File: config.mk
export PLATFORM = sky130hd
export DESIGN_NAME = conv_stream_p_flat
export DESIGN_NICKNAME = d
export VERILOG_FILES = /design/src/rtl/conv_stream_p_if.sv /design/src/rtl/conv_stream_p.sv /design/src/flat_wrapper.sv
export SDC_FILE = /design/constraint.sdc
export NUM_CORES = 1
export LEC_CHECK = 0
export ABC_AREA = 1
export ABC_CLOCK_PERIOD_IN_PS = 18200
export CAP_MARGIN = 20
export CORE_AREA = 2 2 213 299
export DETAILED_ROUTE_END_ITERATION = 10
export DIE_AREA = 0 0 215 301
export GPL_TIMING_DRIVEN = 0
export PLACE_DENSITY = 0.85
export SYNTH_ARGS = -nofsm -noshare
export SYNTH_HDL_FRONTEND = slang
export SYNTH_SLANG_ARGS = --single-unit
File: constraint.sdc
create_clock -name clk -period 18.2 [get_ports clk]
set_input_delay 4.55 -clock clk [delete_from_list [all_inputs] [get_ports clk]]
set_output_delay 4.55 -clock clk [all_outputs]
set_load 0.005 [all_outputs]
File: src/rtl/conv_stream_p_if.sv
// Valid/ready bundle for the conv_stream_p engine: filter port, sample
// port and result port. The engine sits on the slave side; the stream
// source and the result consumer together form the master side.
interface conv_stream_p_if #(
  parameter int T = 16
);
  logic [T-1:0] f_data;
  logic         f_valid;
  logic         f_ready;
  logic [T-1:0] x_data;
  logic         x_valid;
  logic         x_ready;
  logic [T-1:0] y_data;
  logic         y_valid;
  logic         y_ready;

  modport master (
    output f_data, f_valid, x_data, x_valid, y_ready,
    input  f_ready, x_ready, y_data, y_valid
  );

  modport slave (
    input  f_data, f_valid, x_data, x_valid, y_ready,
    output f_ready, x_ready, y_data, y_valid
  );
endinterface

File: src/rtl/conv_stream_p.sv
// Streaming 1-D valid convolution engine. A filter of SIZE_F taps is
// loaded at run time, then each SIZE_X sample vector is convolved by P
// saturating MAC lanes and the N results are drained in order. After a
// vector the stored filter is reused unless a new filter is offered.
module conv_stream_p #(
  parameter int T      = 16,
  parameter int SIZE_F = 8,
  parameter int SIZE_X = 16,
  parameter int P      = 1,
  parameter int RELU   = 1
) (
  input logic            clk,
  input logic            reset,
  conv_stream_p_if.slave bus
);

  localparam int N   = SIZE_X - SIZE_F + 1;
  localparam int FAW = (SIZE_F > 1) ? $clog2(SIZE_F) : 1;
  localparam int XAW = (SIZE_X > 1) ? $clog2(SIZE_X) : 1;
  localparam int YAW = (N > 1) ? $clog2(N) : 1;
  localparam int SW  = $clog2(SIZE_F + 3);
  localparam int CW  = $clog2(SIZE_X + SIZE_F + P + 4) + 1;

  localparam logic signed [2*T-1:0] PMAX = {{(T+1){1'b0}}, {(T-1){1'b1}}};
  localparam logic signed [2*T-1:0] PMIN = {{(T+1){1'b1}}, {(T-1){1'b0}}};
  localparam logic signed [T-1:0]   TMAX = {1'b0, {(T-1){1'b1}}};
  localparam logic signed [T-1:0]   TMIN = {1'b1, {(T-1){1'b0}}};

  typedef enum logic [1:0] {LOAD_F, LOAD_X, COMPUTE, DRAIN} state_t;

  state_t r_state;
  state_t w_next;

  logic [T-1:0] r_fRam [2**FAW];
  logic [T-1:0] r_xRam [2**XAW];
  logic [T-1:0] r_yBuf [2**YAW];

  logic [FAW-1:0] r_fCnt;
  logic [XAW-1:0] r_xCnt;
  logic [YAW-1:0] r_dCnt;
  logic [SW-1:0]  r_step;
  logic [CW-1:0]  r_base;

  logic                r_rdValid;
  logic                r_prodValid;
  logic signed [T-1:0] r_fRd;
  logic signed [T-1:0] r_xRd  [P];
  logic signed [T-1:0] r_prod [P];
  logic signed [T-1:0] r_acc  [P];

  logic                  w_fFire;
  logic                  w_xFire;
  logic                  w_yFire;
  logic                  w_stepLast;
  logic                  w_groupLast;
  logic [CW-1:0]         w_laneY  [P];
  logic [CW-1:0]         w_xAddr  [P];
  logic signed [2*T-1:0] w_mul    [P];
  logic signed [T-1:0]   w_result [P];

  // Clamp a full-width product into the T-bit signed range.
  function automatic logic signed [T-1:0] satProd(input logic signed [2*T-1:0] p);
    if (p > PMAX)      satProd = TMAX;
    else if (p < PMIN) satProd = TMIN;
    else               satProd = p[T-1:0];
  endfunction

  // T-bit add that sticks at the rail when both operands share a sign
  // and the wrapped sum does not.
  function automatic logic signed [T-1:0] satAdd(input logic signed [T-1:0] a,
                                                 input logic signed [T-1:0] b);
    logic signed [T-1:0] s;
    s = a + b;
    if ((a[T-1] == b[T-1]) && (s[T-1] != a[T-1])) satAdd = a[T-1] ? TMIN : TMAX;
    else                                          satAdd = s;
  endfunction

  assign w_fFire     = bus.f_valid & bus.f_ready;
  assign w_xFire     = bus.x_valid & bus.x_ready;
  assign w_yFire     = bus.y_valid & bus.y_ready;
  assign w_stepLast  = (r_step == SW'(SIZE_F + 2));
  assign w_groupLast = ((r_base + CW'(P)) >= CW'(N));

  assign bus.f_ready = (r_state == LOAD_F);
  assign bus.x_ready = (r_state == LOAD_X);
  assign bus.y_valid = (r_state == DRAIN);
  assign bus.y_data  = (r_state == DRAIN) ? r_yBuf[r_dCnt] : '0;

  // Per-lane output index, sample read address, raw product and the
  // ReLU-filtered value that gets written to the result buffer.
  always_comb begin
    for (int i = 0; i < P; i++) begin
      w_laneY[i]  = r_base + CW'(i);
      w_xAddr[i]  = w_laneY[i] + CW'(r_step);
      w_mul[i]    = r_fRd * r_xRd[i];
      w_result[i] = ((RELU != 0) && r_acc[i][T-1]) ? '0 : r_acc[i];
    end
  end

  // State register.
  always_ff @(posedge clk or negedge reset) begin
    if (!reset) r_state <= LOAD_F;
    else        r_state <= w_next;
  end

  // Next-state logic; the last drained result chooses between reloading
  // the filter and reusing it, depending on whether a filter is offered.
  always_comb begin
    w_next = r_state;
    case (r_state)
      LOAD_F:  if (w_fFire && (r_fCnt == FAW'(SIZE_F - 1))) w_next = LOAD_X;
      LOAD_X:  if (w_xFire && (r_xCnt == XAW'(SIZE_X - 1))) w_next = COMPUTE;
      COMPUTE: if (w_stepLast && w_groupLast)               w_next = DRAIN;
      DRAIN:   if (w_yFire && (r_dCnt == YAW'(N - 1)))
                 w_next = bus.f_valid ? LOAD_F : LOAD_X;
      default: w_next = LOAD_F;
    endcase
  end

  // Load, drain and compute sequencing counters; each wraps to zero so
  // the next phase or vector starts clean.
  always_ff @(posedge clk or negedge reset) begin
    if (!reset) begin
      r_fCnt <= '0;
      r_xCnt <= '0;
      r_dCnt <= '0;
      r_step <= '0;
      r_base <= '0;
    end else begin
      if (w_fFire) r_fCnt <= (r_fCnt == FAW'(SIZE_F - 1)) ? '0 : r_fCnt + FAW'(1);
      if (w_xFire) r_xCnt <= (r_xCnt == XAW'(SIZE_X - 1)) ? '0 : r_xCnt + XAW'(1);
      if (w_yFire) r_dCnt <= (r_dCnt == YAW'(N - 1)) ? '0 : r_dCnt + YAW'(1);
      if (r_state == COMPUTE) begin
        if (w_stepLast) begin
          r_step <= '0;
          r_base <= w_groupLast ? '0 : r_base + CW'(P);
        end else begin
          r_step <= r_step + SW'(1);
        end
      end
    end
  end

  // Filter, sample and result storage; results are written once the
  // pipeline has flushed, and lanes past the last output are skipped.
  always_ff @(posedge clk) begin
    if (w_fFire) r_fRam[r_fCnt] <= bus.f_data;
    if (w_xFire) r_xRam[r_xCnt] <= bus.x_data;
    if ((r_state == COMPUTE) && w_stepLast) begin
      for (int i = 0; i < P; i++) begin
        if (w_laneY[i] < CW'(N)) r_yBuf[w_laneY[i][YAW-1:0]] <= w_result[i];
      end
    end
  end

  // Read stage, product stage and accumulate stage. Taps are issued
  // for the first SIZE_F steps; the remaining three steps drain the
  // read and the two MAC stages before the group is written.
  always_ff @(posedge clk or negedge reset) begin
    if (!reset) begin
      r_rdValid   <= 1'b0;
      r_prodValid <= 1'b0;
      r_fRd       <= '0;
      for (int i = 0; i < P; i++) begin
        r_xRd[i]  <= '0;
        r_prod[i] <= '0;
        r_acc[i]  <= '0;
      end
    end else begin
      r_rdValid   <= (r_state == COMPUTE) && (r_step < SW'(SIZE_F));
      r_prodValid <= r_rdValid;
      r_fRd       <= r_fRam[r_step[FAW-1:0]];
      for (int i = 0; i < P; i++) begin
        r_xRd[i]  <= (w_xAddr[i] < CW'(SIZE_X)) ? r_xRam[w_xAddr[i][XAW-1:0]] : '0;
        r_prod[i] <= satProd(w_mul[i]);
        if ((r_state == COMPUTE) && (r_step == '0)) r_acc[i] <= '0;
        else if (r_prodValid)                       r_acc[i] <= satAdd(r_acc[i], r_prod[i]);
      end
    end
  end

endmodule

File: src/flat_wrapper.sv
// flat-port wrapper written by rule: the top's interface ports become plain ports
module conv_stream_p_flat 
#(
  parameter int T      = 16,
  parameter int SIZE_F = 8,
  parameter int SIZE_X = 16,
  parameter int P      = 1,
  parameter int RELU   = 1
)
  (clk, reset, bus_f_data, bus_f_valid, bus_x_data, bus_x_valid, bus_y_ready, bus_f_ready, bus_x_ready, bus_y_data, bus_y_valid);
  conv_stream_p_if #(.T(T)) bus_i ();
  input logic clk;
  input logic reset;
  input wire logic [$bits(bus_i.f_data)-1:0] bus_f_data;
  input wire logic [$bits(bus_i.f_valid)-1:0] bus_f_valid;
  input wire logic [$bits(bus_i.x_data)-1:0] bus_x_data;
  input wire logic [$bits(bus_i.x_valid)-1:0] bus_x_valid;
  input wire logic [$bits(bus_i.y_ready)-1:0] bus_y_ready;
  output wire logic [$bits(bus_i.f_ready)-1:0] bus_f_ready;
  output wire logic [$bits(bus_i.x_ready)-1:0] bus_x_ready;
  output wire logic [$bits(bus_i.y_data)-1:0] bus_y_data;
  output wire logic [$bits(bus_i.y_valid)-1:0] bus_y_valid;
  assign bus_i.f_data = bus_f_data;
  assign bus_i.f_valid = bus_f_valid;
  assign bus_i.x_data = bus_x_data;
  assign bus_i.x_valid = bus_x_valid;
  assign bus_i.y_ready = bus_y_ready;
  assign bus_f_ready = bus_i.f_ready;
  assign bus_x_ready = bus_i.x_ready;
  assign bus_y_data = bus_i.y_data;
  assign bus_y_valid = bus_i.y_valid;
  conv_stream_p #(.T(T), .SIZE_F(SIZE_F), .SIZE_X(SIZE_X), .P(P), .RELU(RELU)) u_core (.clk(clk), .reset(reset), .bus(bus_i));
endmodule
Word-level counts from Yosys, hierarchy flattened
Memory sizes are Yosys's and may differ from the RTL's. A register that Yosys moved wholly into a read port is not among the register bits.
Cells that the tools add are included.
- register bits after elaboration: 73
- memory bits (writable): 624
- bits of input ports: 37
- output and inout bits: 19
- logic and storage cells: 85
- memories kept: 3
- add/subtract/negate cells: 7
- multiply operators: 1
- magnitude comparators: 6
- equal/unequal tests: 13
- mux-type cells: 27
- bitwise operators: 3
- reduce and logical (&&, ||, !) cells: 14
- memory list (name ; words ; width ; rd ports ; clocked after memory_dff ; write ports ; line ; text):
    u_core.r_xRam ; 16 ; 16 ; 1 ; 0 ; 1 ; conv_stream_p.sv:35 ; logic [T-1:0] r_xRam [2**XAW];
    u_core.r_yBuf ; 16 ; 15 ; 1 ; 0 ; 1 ; conv_stream_p.sv:36 ; logic [T-1:0] r_yBuf [2**YAW];
    u_core.r_fRam ; 8 ; 16 ; 1 ; 1 ; 1 ; conv_stream_p.sv:34 ; logic [T-1:0] r_fRam [2**FAW];
- operators with widths (kind ; count):
    $mux 16 ; 8
    $gt 32x16->1 const B ; 1
    $lt 32x16->1 const B ; 1
    $mul 16x16->32 ; 1
    $add 16x16->16 ; 1
    $mux 15 ; 1
    $add 4x1->4 const B ; 3
    $eq 4x4->1 const B ; 3
    $mux 4 ; 3
    $logic_and 1x1->1 ; 8
    $mux 1 ; 8
    $mux 2 ; 4
    $pmux 2 s4 ; 1
    $add 6x1->6 const B ; 1
    $add 6x4->6 ; 1
    $ge 6x4->1 const B ; 1
    $lt 6x4->1 const B ; 1
    $lt 6x5->1 const B ; 1
    $mux 6 ; 1
    $ne 2x2->1 const B ; 3
    $eq 2x2->1 const B ; 2
    $logic_not 4->1 ; 1
    $lt 4x4->1 const B ; 1
    $reduce_and 4->1 ; 1
    other kinds (12) ; 14

Longest topological paths before layout
- depth in word-level cells: 6
- gate-level depth with buffers: 35
- gate-level depth less buffers: 32

Worst setup path before layout
No wires, ideal clock.
- path type: reg-to-output
- start: register u_core.r_dCnt[0]
- end: output port bus_y_data[10]
- arrival: 1.678 ns
- data required time: 13.650 ns
- slack: 11.972 ns
- stages on the path, launching flop included: 9
- buffers on the path: 3
- path through: dfrtp_1 > clkbuf_1 > inv_1 > buf_2 > clkbuf_1 > nor2_1 > o221ai_1 > o211ai_1 > a31oi_1
- cells in the longest elaborated chain, start to end: 2
- ends and longest elaborated chain (element ; line ; text):
    start: declaration ; conv_stream_p.sv:40 ; logic [YAW-1:0] r_dCnt;
    start signal: assignment ; conv_stream_p.sv:132 ; if (w_yFire) r_dCnt <= (r_dCnt == YAW'(N - 1)) ? '0 : r_dCnt + YAW'(1);
    $mem_v2 16x15 ; n/a ;
    $mux 16 ; conv_stream_p.sv:87 ; assign bus.y_data = (r_state == DRAIN) ? r_yBuf[r_dCnt] : '0;
    end: declaration ; flat_wrapper.sv:21 ; output wire logic [$bits(bus_i.y_data)-1:0] bus_y_data;
No other way between the ends.

Final worst setup path
- start: register u_core.r_dCnt[0]
- end: output port bus_y_data[13]
Same word-level chain as after synthesis.

==> results.sh <==
export IMPL_multiInputGateArea_um2=16300
export IMPL_initial_core_util=0.644
export IMPL_post_drt_wl_per_cell_um=21.0
export IMPL_post_cts_buffers=0
export IMPL_final_setup_viol_count=0
export IMPL_status="finished clean"
export IMPL_final_cell_mix="958 x nand2_1, 624 x edfxtp_1, 602 x inv_1"
export IMPL_r2r_start="u_core.r_xRd[3]"
export IMPL_drv_cap=0
export IMPL_synth_top_family_by_area="adder cells"
export IMPL_hold_viol_final=0
export IMPL_synth_edff_count=624
export IMPL_drt_wl_total_mm=104
export IMPL_hold_worst_slack_ns=0.352
export IMPL_overflow=0
export IMPL_rows=108
export IMPL_insertion_delay_ns=0.63
export IMPL_cp_cell_sequence="clkbuf_1 -> inv_1 -> buf_2 -> clkbuf_1 -> nor2_1 -> o221ai_1 -> nand3_1 -> a31oi_1 -> clkdlybuf4s50_1"
export IMPL_area_growth_pct=11.6
export IMPL_drt_iter0_drc=3355
export IMPL_grt_max_degree=56
export IMPL_synth_fa_ha_area_frac=0.170
export IMPL_fmax_mhz=118
export IMPL_firstDrtPassIters=8
export IMPL_min_delay_start="u_core.r_rdValid"
export IMPL_ctsHoldBuffers=0
export IMPL_place_hpwl_mm=74.0
export IMPL_synthArstFlopShare=0.125
export IMPL_syn_cell_area_um2=39900
export IMPL_register_area_um2=21000
export IMPL_core_area_um2=61900
export IMPL_hold_class="register to register"
export IMPL_grt_first_pass_wirelength_mm=161
export IMPL_numCtsBuffers=66
export IMPL_final_common_cell="nand2_1"
export IMPL_finalSetupTns_ns=0
export IMPL_syn_avg_cell_area_um2=10.3
export IMPL_syn_inst=3857
export IMPL_crit_path_end_kind="output pin"
export IMPL_ir_worst_vdd_uv=93.1
export IMPL_skew_ns=0.0491
export IMPL_synth_flop_cell="edfxtp_1"
export IMPL_clock_sinks=713
export IMPL_synth_top_area_frac=0.470
export IMPL_die_width_um=215
export IMPL_synth_seq_cells=713
export IMPL_cts_tree="built"
export IMPL_finalCritPeriodShare=0.466
export IMPL_period_minus_slack_ns=8.49
export IMPL_cts_resized_gates=0
export IMPL_synth_compound_area_frac=0.0814
export IMPL_yosys_area_share_simple=0.142
export IMPL_io_pin_count=56
export IMPL_antenna_found_initial=0
export IMPL_cpPeakStageDelay_ns=0.58
export IMPL_p_per_area_nw_per_um2=72.5
export IMPL_cts_max_level=3
export IMPL_ys_types=49
export IMPL_synth_xor_area_frac=0.00637
export IMPL_worstMarginPinSlew_ns=1.12
export IMPL_synth_seq_area_share=0.526
export IMPL_die_h_um=301
export IMPL_synthMuxAreaShare=0.000565
export IMPL_slew_headroom=0.248
export IMPL_cp_arrival_ns=3.94
export IMPL_critPathLaunchType="register"
export IMPL_first_global_vias=30112
export IMPL_clk_pin_slew_ns=0.07
export IMPL_synth_top_cell_by_area="edfxtp_1"
export IMPL_critPathKind="register to output pin"
export IMPL_nNetsFinal=4501
export IMPL_synth_top_cells_by_area="edfxtp_1 47%, fa_1 13%, nand2_1 9.0%"
export IMPL_ctsLongestPathBuffers=3
export IMPL_root_buffer="clkbuf_16"
export IMPL_startpoint="u_core.r_dCnt[0]"
export IMPL_num_fill_cells=4178
export IMPL_path_buf_inv=5
export IMPL_critPathMaxFanout=10
export IMPL_io_buffers=54
export IMPL_worstPathRequired_ns=13.65
export IMPL_rsz0062_at_grt="false"
export IMPL_drc_errors=0
export IMPL_track_usage=0.327
export IMPL_ys_warn_count=0
export IMPL_insertedDiodeCount=0
export IMPL_drive_gt1_frac=0.0523
export IMPL_num_vias=29356
export IMPL_vias_per_cell=5.92
export IMPL_leakage_nw=19.0
export IMPL_ant_nets=0
export IMPL_slew_violations=0
export IMPL_crit_top_cell="clkbuf_1"
export IMPL_slowest_stage="clkdlybuf4s50_1"
export IMPL_critPathTopFamily="buffers and inverters"
export IMPL_gp_congestion=0.991
export IMPL_dieArea_um2=64700
## kinds of logic (layout without fill, tap and decap cells)
family,Yosys count,in the layout
and+or+nand+nor,1421,1421
adders and majority gates,382,382
other,1,61
buffers and inverters,783,999
DFF,713,713
xor gates and xnor gates,29,29
muxes,2,2
AOI/OAI and AO/OA,526,526
## Yosys cell counts (2+ instances only)
cell type	n
nor3_1	21
o22ai_1	35
nand2_1	958
nor3_2	2
inv_1	602
or2_2	9
clkinv_1	4
nand2_2	14
a211oi_1	8
a32oi_1	30
a22oi_1	32
o211ai_1	7
clkbuf_1	167
ha_1	118
buf_6	2
xor2_1	19
buf_2	2
fa_1	264
o32ai_1	5
o31ai_1	2
nand3_1	85
nor2_2	10
o221ai_1	25
a32o_1	30
mux2_2	2
nand4_1	33
dfrtp_1	89
xnor2_1	10
o21ai_1	9
buf_1	4
a21oi_1	113
o21ai_0	188
nand3b_1	3
nor2_1	282
edfxtp_1	624
a31oi_1	32
o21a_1	4
o2111ai_1	2
## final cells by class
cell class	count	area share
Clock inverter	32	0.00933
Clock buffer	87	0.0412
Buffer	176	0.0153
Tap cell	825	0.0232
Timing Repair Buffer	97	0.0234
Inverter	607	0.0512
Multi-Input combinational cell	2421	0.366
Sequential cell	713	0.471
## routing by layer
metal	vias to the layer above	GRT usage	part of all wire
met2	1869	0.576	0.51
met4	0	0.209	0.069
met3	440	0.0502	0.089
met1	14008	0.375	0.33
li1	13039	-	-
met5	-	0	0
## final timing paths
kind,endpoint,slack [ns],depth (start not counted)
setup reg to reg,u_core.r_prod[14],10.64,27
hold / removal,u_core.r_prodValid,0.35,0
max in group asynchronous,u_core.r_fRd[3],13.59,2
hold reg to reg,u_core.r_prodValid,0.35,0
setup / recovery,bus_y_data[13],9.71,9
min in group asynchronous,u_core.r_acc[15],3.89,1
## power by group
part / switching [mW] / internal (mW) / total, mW
clock: 0.615 / 0.809 / 1.42
sequential: 0.00100 / 1.77 / 1.78
combinational: 0.0220 / 0.00823 / 0.0303
total: 0.638 / 2.59 / 3.23
## flip-flops by register name (all words and copies together), names as in the netlist, 4 cells and up
register       cells
u_core.r_xCnt      4
u_core.r_dCnt      4
u_core.r_base      6
u_core.r_xRam    256
u_core.r_prod     16
u_core.r_step      4
u_core.r_fRam    128
u_core.r_fRd      16
u_core.r_acc      16
u_core.r_xRd      16
u_core.r_yBuf    240
## per-stage QoR
step | instances | setup WS (ns) | power (mW) | util | instance area [um2]
after floorplan | 3917 | 11.97 | 1.81 | - | 40100
after global placement | 4796 | 9.11 | 1.84 | 0.673 | 41700
after detailed placement | 4831 | 10.59 | 1.84 | 0.682 | 42200
after CTS | 4950 | 9.83 | 3.23 | 0.718 | 44500
after global routing | 4958 | 9.66 | 3.30 | 0.719 | 44500
final | 4958 | 9.71 | 3.23 | 0.719 | 44500
Note: power is estimated with default switching activity, not from simulation.
